===== src/rtl/code_loader_pkg.sv =====
// Shared types and constants for the host code loader.
// Widths here also size the code storage write port.
package code_loader_pkg;

  localparam int DATA_WIDTH_DEF = 12;
  localparam int LINE_WIDTH_DEF = 32;
  localparam int MAX_LINES_DEF  = 256;
  localparam int LAST_BIT       = 7;
  localparam int DATA_HI_LSB    = 8;

  typedef enum logic [2:0] {
    S_IDLE,
    S_CLEAR,
    S_LO,
    S_HI,
    S_WR,
    S_ARM,
    S_RUN,
    S_ERR
  } state_e;

endpackage


===== src/rtl/code_word_assembler.sv =====
// Latches the low and high bytes of an instruction word plus its last flag.
// word_valid is high for the cycle after the high byte is taken.
module code_word_assembler
  import code_loader_pkg::*;
#(
  parameter int DATA_WIDTH = DATA_WIDTH_DEF
) (
  input  logic                  clk,
  input  logic                  rst_n,
  input  logic                  lo_en,
  input  logic                  hi_en,
  input  logic [7:0]            byte_in,
  output logic [DATA_WIDTH-1:0] word,
  output logic                  last,
  output logic                  word_valid
);

  localparam int HI_W = DATA_WIDTH - DATA_HI_LSB;

  logic [7:0]      lo_q, lo_d;
  logic [HI_W-1:0] hi_q, hi_d;
  logic            last_q, last_d;
  logic            valid_q, valid_d;

  always_comb begin
    lo_d    = lo_q;
    hi_d    = hi_q;
    last_d  = last_q;
    valid_d = 1'b0;
    if (lo_en) lo_d = byte_in;
    if (hi_en) begin
      hi_d    = byte_in[HI_W-1:0];
      last_d  = byte_in[LAST_BIT];
      valid_d = 1'b1;
    end
  end

  always_ff @(posedge clk) begin
    if (!rst_n) begin
      lo_q    <= '0;
      hi_q    <= '0;
      last_q  <= 1'b0;
      valid_q <= 1'b0;
    end else begin
      lo_q    <= lo_d;
      hi_q    <= hi_d;
      last_q  <= last_d;
      valid_q <= valid_d;
    end
  end

  assign word       = {hi_q, lo_q};
  assign last       = last_q;
  assign word_valid = valid_q;

endmodule


===== src/rtl/code_loader.sv =====
// Streams host bytes into code storage as 12-bit words, then arms
// the fetch index and enables execution.
module code_loader
  import code_loader_pkg::*;
#(
  parameter int DATA_WIDTH = DATA_WIDTH_DEF,
  parameter int LINE_WIDTH = LINE_WIDTH_DEF,
  parameter int MAX_LINES  = MAX_LINES_DEF
) (
  input  logic                  clk_clk,
  input  logic                  reset_reset_n,
  input  logic                  host_start,
  input  logic [7:0]            host_byte,
  input  logic                  host_valid,
  output logic                  host_ready,
  output logic [LINE_WIDTH-1:0] code_storage_write_interface_write_line,
  output logic [DATA_WIDTH-1:0] code_storage_write_interface_write_data,
  output logic                  code_storage_write_interface_is_write,
  output logic                  code_storage_code_control_interface_reset,
  output logic                  code_storage_code_control_interface_active,
  output logic                  loading,
  output logic                  error,
  output logic [LINE_WIDTH-1:0] line_count
);

  state_e                state_q, state_d;
  logic [LINE_WIDTH-1:0] cnt_q, cnt_d;
  logic                  err_q, err_d;
  logic [LINE_WIDTH-1:0] wl_q, wl_d;
  logic [DATA_WIDTH-1:0] wd_q, wd_d;

  logic [DATA_WIDTH-1:0] word;
  logic                  word_last;
  logic                  word_valid;
  logic                  is_write;
  logic                  lo_en, hi_en;

  // A start request wins over a byte offered in the same cycle.
  assign lo_en = (state_q == S_LO) & host_valid & ~host_start;
  assign hi_en = (state_q == S_HI) & host_valid & ~host_start;

  code_word_assembler #(
    .DATA_WIDTH(DATA_WIDTH)
  ) u_asm (
    .clk       (clk_clk),
    .rst_n     (reset_reset_n),
    .lo_en     (lo_en),
    .hi_en     (hi_en),
    .byte_in   (host_byte),
    .word      (word),
    .last      (word_last),
    .word_valid(word_valid)
  );

  always_comb begin
    state_d    = state_q;
    cnt_d      = cnt_q;
    err_d      = err_q;
    wl_d       = wl_q;
    wd_d       = wd_q;
    host_ready = 1'b0;
    is_write   = 1'b0;
    loading    = 1'b0;
    code_storage_code_control_interface_reset  = 1'b0;
    code_storage_code_control_interface_active = 1'b0;
    unique case (state_q)
      S_IDLE: ;
      S_CLEAR: begin
        code_storage_code_control_interface_reset = 1'b1;
        loading = 1'b1;
        cnt_d   = '0;
        err_d   = 1'b0;
        state_d = S_LO;
      end
      S_LO: begin
        host_ready = 1'b1;
        loading    = 1'b1;
        if (host_valid) state_d = S_HI;
      end
      S_HI: begin
        host_ready = 1'b1;
        loading    = 1'b1;
        if (host_valid) state_d = S_WR;
      end
      S_WR: begin
        loading = 1'b1;
        if (word_valid && cnt_q < LINE_WIDTH'(MAX_LINES)) begin
          is_write = 1'b1;
          wl_d     = cnt_q;
          wd_d     = word;
          cnt_d    = cnt_q + LINE_WIDTH'(1);
          state_d  = word_last ? S_ARM : S_LO;
        end else begin
          err_d   = 1'b1;
          state_d = S_ERR;
        end
      end
      S_ARM: begin
        code_storage_code_control_interface_reset = 1'b1;
        loading = 1'b1;
        state_d = S_RUN;
      end
      S_RUN: code_storage_code_control_interface_active = 1'b1;
      S_ERR: ;
      default: state_d = S_IDLE;
    endcase
    if (host_start) state_d = S_CLEAR;
  end

  always_ff @(posedge clk_clk) begin
    if (!reset_reset_n) begin
      state_q <= S_IDLE;
      cnt_q   <= '0;
      err_q   <= 1'b0;
      wl_q    <= '0;
      wd_q    <= '0;
    end else begin
      state_q <= state_d;
      cnt_q   <= cnt_d;
      err_q   <= err_d;
      wl_q    <= wl_d;
      wd_q    <= wd_d;
    end
  end

  assign code_storage_write_interface_is_write   = is_write;
  assign code_storage_write_interface_write_line = is_write ? cnt_q : wl_q;
  assign code_storage_write_interface_write_data = is_write ? word : wd_q;
  assign error      = err_q;
  assign line_count = cnt_q;

endmodule


===== config.mk =====
export PLATFORM = sky130hd
export DESIGN_NAME = code_loader
export DESIGN_NICKNAME = d
export VERILOG_FILES = /design/src/rtl/code_loader_pkg.sv /design/src/rtl/code_word_assembler.sv /design/src/rtl/code_loader.sv
export SDC_FILE = /design/constraint.sdc
export NUM_CORES = 1
export LEC_CHECK = 0
export ABC_AREA = 1
export BUFFER_PORTS_ARGS = -buffer_cell sky130_fd_sc_hd__buf_2
export CAP_MARGIN = 25
export CORE_UTILIZATION = 50
export DETAILED_ROUTE_END_ITERATION = 12
export PLACE_DENSITY = 0.86
export SYNTH_ARGS = -nofsm -noshare
export SYNTH_HDL_FRONTEND = slang
export SYNTH_SLANG_ARGS = --single-unit

===== constraint.sdc =====
create_clock -name clk_clk -period 3.3 [get_ports clk_clk]
set_clock_uncertainty 0.05 [all_clocks]
set_input_delay 0 -clock clk_clk [delete_from_list [all_inputs] [get_ports clk_clk]]
set_output_delay 0 -clock clk_clk [all_outputs]
set_load 0.02 [all_outputs]

# Word level (Yosys, flattened, before mapping)

Index checks and enable logic that the tools add are counted.
W data, S select, Z words.

Add/sub/neg operators: 1
Order comparisons: 1
Equal/unequal tests: 12
Multiplexer cells: 19
Bitwise logic cells: 6
Reduce and logical (&&, ||, !) cells: 13

Operators with widths:

| operator                | number |
|---|---|
| $mux W32                | 2 |
| $pmux W32 S2            | 1 |
| $add A32 B1 Y32 const B | 1 |
| $lt A32 B9 Y1 const B   | 1 |
| $pmux W3 S5             | 1 |
| $mux W12                | 1 |
| $mux W3                 | 4 |
| $eq A3 B3 Y1 const B    | 3 |
| $mux W1                 | 9 |
| $ne A2 B2 Y1 const B    | 4 |
| $eq A3 B2 Y1 const B    | 2 |
| $ne A3 B3 Y1 const B    | 2 |
| $reduce_and A2 Y1       | 3 |
| $reduce_and A3 Y1       | 2 |
| $reduce_bool A6 Y1      | 1 |
| $reduce_or A2 Y1        | 3 |
| $reduce_bool A5 Y1      | 1 |
| $reduce_or A5 Y1        | 1 |
| $and A1 B1 Y1           | 4 |
| $eq A3 B1 Y1 const B    | 1 |
| $not A1 Y1              | 2 |
| $pmux W1 S2             | 1 |
| $reduce_bool A2 Y1      | 1 |
| $logic_and A1 B1 Y1     | 1 |

Bits in registers: 94
Input port bits: 12
Output and inout port bits: 82
Word-level logic and storage cells: 62

# Logic depth before layout (Yosys ltp)

Gate-level depths: netlist of run 1.

Depth after elaboration: 5
Mapped depth: 11
Mapped depth without buffers: 10

# Hierarchy

Synthesis of run 1 repeated with hierarchy kept, for this count alone.

Cells, all modules: 521
Area total of the unflattened synthesis: 3774.9 um^2

By module, submodules not included:

| module              | times used | cells an instance | area each (um^2) | seq. area each (um^2) |
|---|---|---|---|---|
| code_loader         | 1          | 441               | 3221.8           | 1601.5 |
| code_word_assembler | 1          | 80                | 553.0            | 280.3 |

# Least setup slack after synthesis of run 1

No wires, ideal clock.

Path type: register -> register
Start: register state_q[0]
End: register cnt_q[0] (netlist: line_count[0])
Library setup time: 134 ps
Arrival: 1485 ps
Required time: 3116 ps
Setup slack: 1631 ps
Stages on the path, launching flop included: 7
Buffers on the path: 1
Period minus slack after synthesis: 1669 ps
Cells stage by stage: dfxtp_1 > inv_2 > nor2_1 > nand2_2 > nand2_8 > buf_2 > a21oi_1

Word-level cells in the longest chain between the ends: 3
Elaborated cells between the ends (all ways): 6
Classes of those cells: eq/ne (3); mux (1); reduce/logical (2)

Ends and longest elaborated chain:

| item                                                                       | line               | source |
|---|---|---|
| start, declared                                                            | code_loader.sv:26  | `state_e state_q, state_d;` |
| start signal, assigned                                                     | code_loader.sv:118 | `state_q <= state_d;` |
| $eq A3 B3 Y1 / $eq A3 B1 Y1 (equally long branches)                        | code_loader.sv:66  | `unique case (state_q)` |
| $ne A2 B2 Y1 (no source line) / $reduce_bool A2 Y1 (equally long branches) | --                 |  |
| $reduce_and A2 Y1 (no source line)                                         | --                 |  |
| end signal, assigned                                                       | code_loader.sv:119 | `cnt_q <= cnt_d;` |
| end, declared                                                              | code_loader.sv:27  | `logic [LINE_WIDTH-1:0] cnt_q, cnt_d;` |

Parallel ways exist; a longest one is shown, timed or not.
A chain may end at the register's enable or synchronous reset.

# Worst setup path after layout of run 1

Start: register state_q[1]
End: register u_asm.lo_q[4]

Word-level cells in the longest chain between the ends: 3

Ends and longest elaborated chain:

| item                        | line                      | source |
|---|---|---|
| $eq A3 B2 Y1                | code_loader.sv:39         | `assign lo_en = (state_q == S_LO) & host_valid & ~host_start;` |
| $and A1 B1 Y1 (2 in series) | code_loader.sv:39         |  |
| end signal, assigned        | code_word_assembler.sv:45 | `lo_q <= lo_d;` |
| end, declared               | code_word_assembler.sv:20 | `logic [7:0] lo_q, lo_d;` |

Every way passes these cells.

==> results.toml, run 1 <==
[status]
status = "finished clean"

[sta]
fmax_ghz = 0.4188
period_share_pct = 72.36
maxSlewHeadroom_pct = 37.11
fin_hold_ws_ns = 0.03238
min_period_ns = 2.388
setup_violations = 0
grt_setup_unrepaired = "no"
tightest_slew_ns = 0.9420
hold_viol_final = 0
finalSetupTns_ns = 0
drv_slew = 0

[synth]
yosysTopAreaCell = "dfxtp_1"
yosysWarningCount = 0
syn_inst = 504
ys_seq_area_share_pct = 50.12
synth_top_area_share_pct = 50.12
avgSynthCellArea_um2 = 7.450
synth_fp_nets = 518
synth_area_um2 = 3755
ys_ff_latch = 94
synthTopCellsByArea = "dfxtp_1 50%, nor2_1 9.9%, inv_1 9.7%, nand2_1 6.3%, nor3_1 5.1%"
yosysUniqueCellTypes = 27

[floorplan]
ios = 94
design.core.area_um2 = 7253
die_area_um2 = 7861
start_util_pct = 51.77
rows = 31
die_x_um = 88.66
die_h_um = 88.66

[clock_tree]
cts.hold.buffers_added = 17
cts_htree_levels = 3
clock_latency_ns = 0.36
cts_setup_buffers = 0
max-clock-path-buffers = 2
cts-root-buf = "clkbuf_8"
clock_sinks = 94
cts_tree = "yes"
clk_pin_slew_worst_paths_ns = 0.10
cts_resized = 0
numCtsBuffers = 9

[finish]
area_growth_pct = 22.26
layout_common_cells = "99 x nor2_1, 96 x inv_1, 94 x dfxtp_1, 93 x buf_2, 63 x nand2_1"
drive_gt1_share_pct = 20.79
n_antenna_cell = 0
final_common_cell = "nor2_1"
nFillCells = 626
final_util_pct = 63.29
finalNetCount = 620

[placement]
hpwlAfterDp_mm = 5.430
gp_congestion = 0.8154
placement.io_buffers = 93

[detailed_routing]
drc = 0
ant_nets = 0
avgRoutedWirePerCell_um = 11.63
first_pass_iters = 5
vias = 3359
drt_wl_total_mm = 8.255
drt-initial-drc-count = 125
viasPerCell = 4.731

[global_routing]
grt_pass1_wl_mm = 12.93
grt_pass1_vias = 3002
antenna_found_initial = 0
grt_usage_pct = 21.35
grt_max_degree = 56
grt.overflow.total = 0

[setup_path]
cp-start-kind = "flip-flop"
cp_max_fo = 9
r2r_slack_ns = 0.91
critPathKind = "flip-flop to flip-flop"
critPathRequiredTime_ns = 3.51
r2r-end = "u_asm.lo_q[4]$_SDFFE_PN0P_"
cp-end-kind = "flip-flop"
crit_arrival_ns = 2.60
rr_startpoint = "state_q[1]$_SDFFE_PP0P_"
ff2ff_path_depth = 8

[pwr]
p_leak_uw = 0.002414
irDropWorstVdd_uv = 223.3
power_density_nw_per_um2 = 422.7

[hold_path]
min_from = "host_valid"
hold_end = "state_q[0]$_SDFFE_PN0P_"
hold_path.class = "primary input to flip-flop"
min_delay_path_depth = 6

[run]
cap_violations = 0
[worst max path at each step]
stage / start / end / slack [ns] / cells after the start
2_1_floorplan: state_q[0]$_SDFFE_PN0P_ / line_count[0]$_SDFFE_PN0P_ / 1.63 / 6
3_3_place_gp: line_count[19]$_SDFFE_PN0P_ / code_storage_write_interface_write_line[10] / 1.38 / 11
3_5_place_dp: line_count[19]$_SDFFE_PN0P_ / code_storage_write_interface_write_line[30] / 1.31 / 11
4_1_cts: line_count[19]$_SDFFE_PN0P_ / code_storage_write_interface_write_line[30] / 0.92 / 11
5_1_grt: line_count[19]$_SDFFE_PN0P_ / code_storage_write_interface_write_line[9] / 0.71 / 11
6_report: state_q[1]$_SDFFE_PP0P_ / u_asm.lo_q[4]$_SDFFE_PN0P_ / 0.91 / 8
[through the flow]
| step | instance area [µm²] | setup slack, ns | total power, µW | std cells |
|---|---|---|---|---|
| floorplan | 3755 | 1.631 | 1216 | 504 |
| CTS | 4591 | 0.9163 | 1950 | 710 |
| global route | 4591 | 0.7137 | 2008 | 710 |
| detailed placement | 4232 | 1.314 | 1236 | 677 |
| finish | 4591 | 0.9123 | 1941 | 710 |
| global placement | 4232 | 1.384 | 1234 | 677 |
[Yosys cell counts, drive strengths merged]
cell type  count
ha             2
buf           14
nand3         15
inv           99
nor2         100
xor2           2
nand3b         2
nor3          40
nand4          2
nand2         65
a31oi          2
clkbuf         8
o21ai         35
nor3b          9
dfxtp         94
a21oi         15
[registers in the layout, summed over array words and instances (netlist names)]
register and count:
error 1, line_count 32, state_q 3, u_asm.hi_q 4
u_asm.last 1, u_asm.lo_q 8, u_asm.word_valid 1, wd_q 12
wl_q 32
[critical path: stages (launching register included)]
cell           delay (ns)
dfxtp_1              0.50
inv_1                0.12
nor2_2               0.14
nand2_1              0.14
nor3_4               0.31
inv_1                0.22
nor2_1               0.19
nor2_1               0.08
dlygate4sd3_1        0.56
[report_power, final]
group / leakage, µW / switching (µW) / internal [µW] / total (µW)
logic: 0.00156 / 54.6 / 26.4 / 81.0
clock network: 0.0000939 / 413 / 305 / 719
registers: 0.000757 / 4.20 / 1140 / 1140
[cells by family after synthesis]
group           synth area share (%)
compound gates                 7.597
xor+xnor                      0.4666
fa+ha+maj                     0.6663
buf+inv                        13.50
flops                          50.12
simple gates                   27.66
[layout make-up]
class	instances	area, µm²	area share, %
flip-flops and latches	94	1882	40.99
multi-input cells	289	1366	29.76
repair buffers	113	658.1	14.34
inverters	99	371.6	8.095
clock buffers	10	137.6	2.998
well taps	99	123.9	2.698
clock inverters	6	51.30	1.117
[layer usage]
metal / vias up / track usage [%] / routed length, µm
met2: 106 / 37.90 / 4156
met5: - / 0 / 0
met1: 1493 / 23.50 / 3461
met4: 0 / 8.504 / 162
met3: 23 / 7.090 / 474
li1: 1737 / - / -
Note: power is estimated with default switching activity, not from simulation.
==> inputs of run 2 (changes only) <==
Clock period 3.3 ns to 2.4 ns, I/O delays scaled along.
==> run 2 against run 1 <==
First-iteration DRC count is 8.8% higher. Global-route usage is 0.39 points higher. Routed wire length is 1.4% higher. Core utilization is 0.93 points higher. Non-clock buffer count is 2 higher. Sequential share of layout area is 0.57 points lower. Worst hold slack better by 0.37 ns. Clock power is 57% higher. Largest cell class unchanged. Register-to-register slack worse by 0.70 ns. Cell count is 0.28% higher. Largest power group unchanged. Clock-buffer cell count stayed put.
==> results.toml, run 2 (same netlist as run 1, synthesis figures left out) <==
[finish]
final_common_cell = "nor2_1"
finalNetCount = 622
layout_common_cells = "99 x nor2_1, 96 x inv_1, 93 x dfxtp_1, 93 x buf_2, 63 x nand2_1"
drive_gt1_share_pct = 20.88
area_growth_pct = 24.06
n_antenna_cell = 0

[detailed_routing]
vias = 3410
avgRoutedWirePerCell_um = 11.76
viasPerCell = 4.789
ant_nets = 0
first_pass_iters = 4
drt_wl_total_mm = 8.371
drc = 0
drt-initial-drc-count = 136

[pwr]
power_density_nw_per_um2 = 604.0
netSwitchingFraction_pct = 24.18
irDropWorstVdd_uv = 402.6
p_int_uw = 2133
p_seq_share_pct = 55.8
design_power_total_uw = 2814
p_leak_uw = 0.002445
combPwrFrac_pct = 4.1
p_switching_uw = 680.2
clkPwrFrac_pct = 40.1

[sta]
tightest_slew_ns = 0.7341
finalWorstSetupSlack_ns = 0.1791
grt_setup_unrepaired = "yes"
fmax_ghz = 0.4503
min_period_ns = 2.221
maxSlewHeadroom_pct = 50.99
period_share_pct = 92.54
setup_violations = 0
drv_slew = 0
hold_viol_final = 0

[setup_path]
r2r-end = "u_asm.lo_q[0]$_SDFFE_PN0P_"
critPathRequiredTime_ns = 2.35
rr_startpoint = "state_q[1]$_SDFFE_PP0P_"
critPathKind = "flip-flop to primary output"
cp_max_fo = 45
crit_arrival_ns = 2.17
cp-start-kind = "flip-flop"
cp-end-kind = "primary output"
ff2ff_path_depth = 8
r2r_slack_ns = 0.21

[run]
cap_violations = 0

[floorplan]
die_x_um = 88.66
start_util_pct = 51.77
design.core.area_um2 = 7253
ios = 94
rows = 31
die_h_um = 88.66
die_area_um2 = 7861

[clock_tree]
clock_sinks = 94
max-clock-path-buffers = 2
cts_tree = "yes"
clk_pin_slew_worst_paths_ns = 0.10
clock_latency_ns = 0.37
cts-root-buf = "clkbuf_8"
cts_setup_buffers = 0
numCtsBuffers = 9
cts_htree_levels = 3

[placement]
placement.io_buffers = 93
hpwlAfterDp_mm = 5.326
place_ws_ns = 0.5836
gp_congestion = 0.8200

[status]
status = "finished clean"

[hold_path]
hold_path.class = "flip-flop to flip-flop"
min_from = "wl_q[12]$_SDFFE_PN0P_"
hold_end = "wl_q[12]$_SDFFE_PN0P_"
min_delay_path_depth = 2

[global_routing]
grt_usage_pct = 21.74
antenna_found_initial = 0
grt_pass1_wl_mm = 13.03
grt_max_degree = 49
grt_pass1_vias = 2977
grt.overflow.total = 0
[run 2: power by group through the flow]
stage               clock, µW  combinational, µW  sequential [µW]
floorplan                   0               68.7             1600
global placement            0               94.9             1600
detailed placement          0               96.5             1610
CTS                      1140                113             1570
global route             1200                128             1570
finish                   1130                116             1570
[run 2: what timing repair did]
| item | CTS | global route |
|---|---|---|
| endpoints found under the setup margin | 0 | 47 |
| endpoints found under the hold margin | 17 | 0 |
| hold buffers | 19 | 0 |
| gates resized for setup | 0 | 3 |
[run 2: how the worst max path moves through the flow]
stage          cells past startpoint                        start  slack (ns)                                          to
3_5_place_dp                      11  line_count[23]$_SDFFE_PN0P_        0.58  code_storage_write_interface_write_data[8]
2_1_floorplan                      6      state_q[0]$_SDFFE_PN0P_        0.73                  line_count[0]$_SDFFE_PN0P_
6_report                          10  line_count[20]$_SDFFE_PN0P_        0.18  code_storage_write_interface_write_data[6]
5_1_grt                           10  line_count[24]$_SDFFE_PN0P_       -0.04  code_storage_write_interface_write_data[6]
4_1_cts                            8      state_q[1]$_SDFFE_PP0P_        0.15                  u_asm.lo_q[0]$_SDFFE_PN0P_
3_3_place_gp                      10  line_count[23]$_SDFFE_PN0P_        0.62  code_storage_write_interface_write_data[8]
[run 2: cell type report]
cell class,instances,area (µm²)
flip-flops and latches,94,1883
inverters,99,371.6
multi-input cells,289,1366
fillers,633,2595
well taps,99,123.9
repair buffers,115,698.2
clock inverters,6,77.57
clock buffers,10,137.6
[run 2: critical path: stages, from the launching register on]
cell and delay (ns):
dfxtp_1 0.32, inv_1 0.07, nand2_1 0.06, nor2_1 0.16
nand2_1 0.08, nor2_1 0.15, nand3_2 0.17, buf_6 0.27
o21ai_1 0.24, inv_1 0.10, buf_2 0.18
[run 2: through the flow]
step | instance area [µm²] | setup TNS, ns | util, % | instances | hold WS [ns]
after global routing | 4658 | -0.05547 | 64.22 | 712 | 0.4141
after global placement | 4244 | 0 | 58.51 | 677 | 0.1706
final | 4658 | 0 | 64.22 | 712 | 0.3982
after CTS | 4649 | 0 | 64.10 | 712 | 0.3976
after floorplan | 3755 | 0 | - | 504 | 0.07271
after detailed placement | 4244 | 0 | 58.51 | 677 | 0.1886
[run 2: metal layers]
| layer | routed length [µm] | GRT usage (%) | part of all wire, % |
|---|---|---|---|
| met2 | 4072 | 37.97 | 49 |
| met4 | 174 | 9.238 | 2.1 |
| met5 | 0 | 0 | 0 |
| met1 | 3704 | 24.75 | 44 |
| met3 | 420 | 6.343 | 5.0 |
